File: src/rtl/mat_pkg.sv
// Shared constants, FSM encoding and packing helper for the sequential matrix multiplier.
// Elements are packed row-major at (row*DIM+col)*ELEM_W on every DIM*DIM*ELEM_W bus.
package mat_pkg;

    localparam int DIM      = 5;
    localparam int ELEM_W   = 8;
    localparam int ACC_W    = 19;
    localparam int PACKED_W = DIM * DIM * ELEM_W;

    localparam logic [1:0] ST_IDLE  = 2'd0;
    localparam logic [1:0] ST_MAC   = 2'd1;
    localparam logic [1:0] ST_STORE = 2'd2;
    localparam logic [1:0] ST_DONE  = 2'd3;

    localparam logic signed [ACC_W-1:0] ELEM_MAX = 19'sd127;
    localparam logic signed [ACC_W-1:0] ELEM_MIN = -19'sd128;

    function automatic logic [7:0] elem_off(input logic [2:0] row, input logic [2:0] col);
        elem_off = 8'((32'(row) * 32'(DIM) + 32'(col)) * 32'(ELEM_W));
    endfunction

endpackage

File: src/rtl/mat_mac_unit.sv
// Signed ELEM_W x ELEM_W multiply into a registered ACC_W accumulator; one MAC per enabled edge.
// clr has priority over en; no backpressure, result visible the cycle after the edge.
module mat_mac_unit
    import mat_pkg::*;
(
    input  logic                     clk,
    input  logic                     reset,
    input  logic                     clr_i,
    input  logic                     en_i,
    input  logic signed [ELEM_W-1:0] a_i,
    input  logic signed [ELEM_W-1:0] b_i,
    output logic signed [ACC_W-1:0]  acc_o
);

    logic signed [2*ELEM_W-1:0] prod;
    logic signed [ACC_W-1:0]    acc_q;
    logic signed [ACC_W-1:0]    acc_d;

    // Both operands signed, so -128 * -128 yields +16384 rather than a mis-signed value.
    assign prod = a_i * b_i;

    always_comb begin
        acc_d = acc_q;
        if (clr_i) begin
            acc_d = '0;
        end else if (en_i) begin
            acc_d = acc_q + {{(ACC_W-2*ELEM_W){prod[2*ELEM_W-1]}}, prod};
        end
    end

    always_ff @(posedge clk) begin
        if (reset) begin
            acc_q <= '0;
        end else begin
            acc_q <= acc_d;
        end
    end

    assign acc_o = acc_q;

endmodule

File: src/rtl/matrix_mult_sequencer.sv
// Sequential NxN (N<=5) signed 8-bit matrix multiply through one shared MAC; done after N*N*(N+1) edges.
// start is only accepted in IDLE; no queuing, operands are latched at acceptance.
module matrix_mult_sequencer
    import mat_pkg::*;
(
    input  logic                clk,
    input  logic                reset,
    input  logic                start,
    input  logic [2:0]          size,
    input  logic [PACKED_W-1:0] matrix_a,
    input  logic [PACKED_W-1:0] matrix_b,
    output logic [PACKED_W-1:0] result_out,
    output logic                overflow_flag,
    output logic                busy,
    output logic                done
);

    logic [1:0]          state_q, state_d;
    logic [2:0]          i_q, i_d;
    logic [2:0]          j_q, j_d;
    logic [2:0]          k_q, k_d;
    logic [2:0]          n_q, n_d;
    logic [PACKED_W-1:0] a_q, a_d;
    logic [PACKED_W-1:0] b_q, b_d;
    logic [PACKED_W-1:0] result_q, result_d;
    logic                ovf_q, ovf_d;
    logic                busy_q, busy_d;
    logic                done_q, done_d;

    logic                    mac_clr;
    logic                    mac_en;
    logic signed [ACC_W-1:0] mac_acc;
    logic [2:0]              n_eff;
    logic                    last_k;
    logic                    last_j;
    logic                    last_i;

    assign n_eff  = (size == 3'd0 || size > 3'(DIM)) ? 3'(DIM) : size;
    assign last_k = (k_q == n_q - 3'd1);
    assign last_j = (j_q == n_q - 3'd1);
    assign last_i = (i_q == n_q - 3'd1);

    mat_mac_unit u_mac (
        .clk   (clk),
        .reset (reset),
        .clr_i (mac_clr),
        .en_i  (mac_en),
        .a_i   (a_q[elem_off(i_q, k_q) +: ELEM_W]),
        .b_i   (b_q[elem_off(k_q, j_q) +: ELEM_W]),
        .acc_o (mac_acc)
    );

    always_comb begin
        state_d  = state_q;
        i_d      = i_q;
        j_d      = j_q;
        k_d      = k_q;
        n_d      = n_q;
        a_d      = a_q;
        b_d      = b_q;
        result_d = result_q;
        ovf_d    = ovf_q;
        busy_d   = busy_q;
        done_d   = 1'b0;
        mac_clr  = 1'b0;
        mac_en   = 1'b0;

        case (state_q)
            ST_IDLE: begin
                if (start) begin
                    a_d      = matrix_a;
                    b_d      = matrix_b;
                    n_d      = n_eff;
                    result_d = '0;
                    ovf_d    = 1'b0;
                    i_d      = '0;
                    j_d      = '0;
                    k_d      = '0;
                    mac_clr  = 1'b1;
                    busy_d   = 1'b1;
                    state_d  = ST_MAC;
                end
            end
            ST_MAC: begin
                mac_en = 1'b1;
                if (last_k) begin
                    k_d     = '0;
                    state_d = ST_STORE;
                end else begin
                    k_d = k_q + 3'd1;
                end
            end
            ST_STORE: begin
                // Stored byte wraps; the out-of-range condition is reported via the sticky flag.
                result_d[elem_off(i_q, j_q) +: ELEM_W] = mac_acc[ELEM_W-1:0];
                if (mac_acc > ELEM_MAX || mac_acc < ELEM_MIN) begin
                    ovf_d = 1'b1;
                end
                mac_clr = 1'b1;
                k_d     = '0;
                if (last_j) begin
                    j_d = '0;
                    i_d = i_q + 3'd1;
                end else begin
                    j_d = j_q + 3'd1;
                end
                if (last_i && last_j) begin
                    busy_d  = 1'b0;
                    done_d  = 1'b1;
                    state_d = ST_DONE;
                end else begin
                    state_d = ST_MAC;
                end
            end
            default: begin
                state_d = ST_IDLE;
            end
        endcase
    end

    always_ff @(posedge clk) begin
        if (reset) begin
            state_q  <= ST_IDLE;
            i_q      <= '0;
            j_q      <= '0;
            k_q      <= '0;
            n_q      <= '0;
            a_q      <= '0;
            b_q      <= '0;
            result_q <= '0;
            ovf_q    <= 1'b0;
            busy_q   <= 1'b0;
            done_q   <= 1'b0;
        end else begin
            state_q  <= state_d;
            i_q      <= i_d;
            j_q      <= j_d;
            k_q      <= k_d;
            n_q      <= n_d;
            a_q      <= a_d;
            b_q      <= b_d;
            result_q <= result_d;
            ovf_q    <= ovf_d;
            busy_q   <= busy_d;
            done_q   <= done_d;
        end
    end

    assign result_out    = result_q;
    assign overflow_flag = ovf_q;
    assign busy          = busy_q;
    assign done          = done_q;

endmodule

File: config.mk
export PLATFORM = sky130hd
export DESIGN_NAME = matrix_mult_sequencer
export DESIGN_NICKNAME = d
export VERILOG_FILES = /design/src/rtl/mat_pkg.sv /design/src/rtl/mat_mac_unit.sv /design/src/rtl/matrix_mult_sequencer.sv
export SDC_FILE = /design/constraint.sdc
export NUM_CORES = 2
export LEC_CHECK = 0
export CAP_MARGIN = 25
export CORE_MARGIN = 5
export CORE_UTILIZATION = 45
export CTS_CLUSTER_SIZE = 12
export DETAILED_ROUTE_END_ITERATION = 6
export GPL_TIMING_DRIVEN = 0
export PLACE_DENSITY_LB_ADDON = 0.12
export SETUP_SLACK_MARGIN = 0.3
export SYNTH_ARGS = -nofsm -noshare
export SYNTH_HDL_FRONTEND = slang
export SYNTH_SLANG_ARGS = --single-unit
File: constraint.sdc
create_clock -name clk -period 10.3 [get_ports clk]
set_input_delay 2.575 -clock clk [delete_from_list [all_inputs] [get_ports clk]]
set_output_delay 2.575 -clock clk [all_outputs]
set_load 0.05 [all_outputs]
==> results.ini <==
[floorplanning]
die_h_um = 264
fp.coreArea_mm2 = 0.0642
start_util = 0.452
pin_count = 609
die_area_mm2 = 0.0697
rows = 93
die_w_um = 264

[logic_synthesis]
synth_top_area_frac = 0.439
syn_area_mm2 = 0.0290
yosysSeqAreaShare = 0.439
synth_edf_count = 0
yosys.area.top_type = dfxtp_1
synth-main-ff-cell = dfxtp_1
syn_nets = 3762
synthTopCellsByArea = dfxtp_1 44%, nand2_1 12%, mux4_2 8.7%
yosys_warnings = 0
synthCells = 3227
synth_area_per_cell_um2 = 9.00
synth.distinct_cells = 68
async_reset_ff_frac = 0
ys_seq_elements = 636

[layout]
drive_gt1_frac = 0.0723
syn_to_final_growth_pct = 32.3
final_common_cell = nand2_1
utilization = 0.598
layout_common_cells = 944 x nand2_1, 636 x dfxtp_1, 608 x clkdlybuf4s50_1
nNetsFinal = 4442

[clock_tree]
cts_tree = yes
clock_sinks = 636
clk_pin_slew_ns = 0.06
htreeDepth = 3
cts_buffer_depth = 3
cts_buffers = 68
root_buffer = clkbuf_16
insertion_delay_ns = 0.61

[route]
dr.pass1.iters = 6
via_count = 26000
postRouteAntennaNets = 0
totalWireLength_mm = 104
drt-initial-drc-count = 2001
drc_errors = 0
routedWlPerCell_um = 21.6
viasPerCell = 5.41

[place]
portBuffers = 608
dp_hpwl_mm = 81.4
place_congestion = 0.941

[timing]
fin_skew_ns = 0.0205
tns_ns = 0
worst_pin_slew_ns = 0.992
setup_viol = 0
whs_ns = 0.449
finalCritPeriodShare = 0.895
fmax_mhz = 108
slew_violations = 0
final_hold_viol_count = 0
rsz0062_at_grt = no
fin_crit_ns = 9.22
slew_headroom = 0.339

[global_routing]
grt_pass1_vias = 25400
grt_usage = 0.283
grt_max_degree = 13
antenna_found_initial = 19
grt_pass1_wl_mm = 153
grt-ovfl-total = 0

[power]
p_per_area_mw_per_mm2 = 161
power_mw = 6.17
vdd_drop_max_mv = 0.0955
power_leakage_nw = 14.5

[worst_setup_path]
critPathMostFrequentCell = ha_1
crit_type = reg2reg
regToRegSetupSlack_ns = 1.08
slowest_stage = fa_1
required_ns = 10.78
worstPathMaxFanout = 10
worst_setup_path_start_kind = flop
worst_ep_arrival_time_ns = 9.69
end_kind = flop
max_stage_delay_ns = 0.68

[status]
status = completed

[flow_run]
cap_violations = 0

[hold_path]
hold_path_class = reg2reg

metal layers:
metal / wire [µm] / up-vias / global-route usage
met5: 157 / - / 0
met4: 3500 / 22 / 0.0891
met3: 8230 / 197 / 0.0637
met2: 49700 / 1012 / 0.478
met1: 42200 / 12400 / 0.364
li1: - / 12300 / -
cell usage after synthesis, types with 14 or more instances:
cell       instances
xnor2_1           36
ha_1              69
nand2b_1          16
clkbuf_1         170
o21ai_1           26
dfxtp_1          636
o2bb2ai_1         16
a22o_1            75
a21oi_1          446
inv_1             95
nor3_1            15
and2_1            23
buf_1             26
fa_1              60
xor2_1            15
nand3_1           63
mux4_2           112
buf_2             18
nor2_1            86
nand2_1          944
o21ai_0           35
mux2i_1           98
a21o_1            14
sequential cells by signal, summed over array words and instances, names as in the netlist:
name,count
a_q,200
b_q,200
busy,1
done,1
i_q,3
j_q,3
k_q,3
n_q,3
overflow_flag,1
result_out,200
state_q,2
u_mac.acc_o,19
power breakdown:
| group | switching [mW] | leakage, nW | internal (mW) | total, mW |
|---|---|---|---|---|
| Combinational | 0.641 | 8.27 | 0.476 | 1.12 |
| Sequential | 0.0751 | 5.18 | 2.58 | 2.66 |
| Clock | 0.998 | 1.04 | 1.40 | 2.40 |
| Total | 1.71 | 14.5 | 4.46 | 6.17 |
layout make-up:
type	count	area (µm²)
well taps	855	1070
repair buffers	610	6100
multi-input cells	2278	15200
inverters	97	364
flip-flops and latches	636	12700
fillers	5798	25800
clock buffers	95	1970
plain buffers	216	850
diodes	10	25.0
clock inverters	10	159
critical path: cells and delay by family (launching register included):
family                   cells  cell delay [ns]
AO/OA/AOI/OAI               11             2.07
adder cells (fa/ha/maj)      9             3.60
buffers and inverters        4             0.94
flip-flops                   1             0.40
multiplexers                 4             1.51
AND/OR/NAND/NOR              5             0.54
metrics by stage:
stage	setup WS [ns]	area [µm²]	instances
finish	1.08	38400	4807
global route	0.417	38400	4802
CTS	0.412	38300	4795
detailed placement	0.321	36200	4690
global placement	0.424	36200	4690
floorplan	1.91	29000	3227
final timing paths:
path | start | to | depth (start not counted)
worst min-delay path | b_q[183]$_SDFFE_PP0P_ | b_q[183]$_SDFFE_PP0P_ | 2
worst max-delay path | i_q[0]$_SDFFE_PP0P_ | u_mac.acc_o[18]$_SDFFE_PP0P_ | 33
worst min register to register | b_q[183]$_SDFFE_PP0P_ | b_q[183]$_SDFFE_PP0P_ | 2
worst max register to register | i_q[0]$_SDFFE_PP0P_ | u_mac.acc_o[18]$_SDFFE_PP0P_ | 33
timing repair:
item | CTS | global route
endpoints found under the setup margin | 1 | 4
buffers inserted | 0 | 1
resized for setup | 2 | 24
hold buffers | 0 | 0
kinds of logic (layout without fill, tap and decap cells):
kind of cell | Yosys count | in the layout | synth area share
AO/OA/AOI/OAI | 673 | 673 | 0.138
other | 0 | 10 | 0
buffers and inverters | 313 | 1028 | 0.0414
XOR/XNOR | 57 | 57 | 0.0195
AND/OR/NAND/NOR | 1209 | 1209 | 0.171
adder cells (fa/ha/maj) | 129 | 129 | 0.0711
flip-flops | 636 | 636 | 0.439
multiplexers | 210 | 210 | 0.121
(Power assumes the default switching activity.)
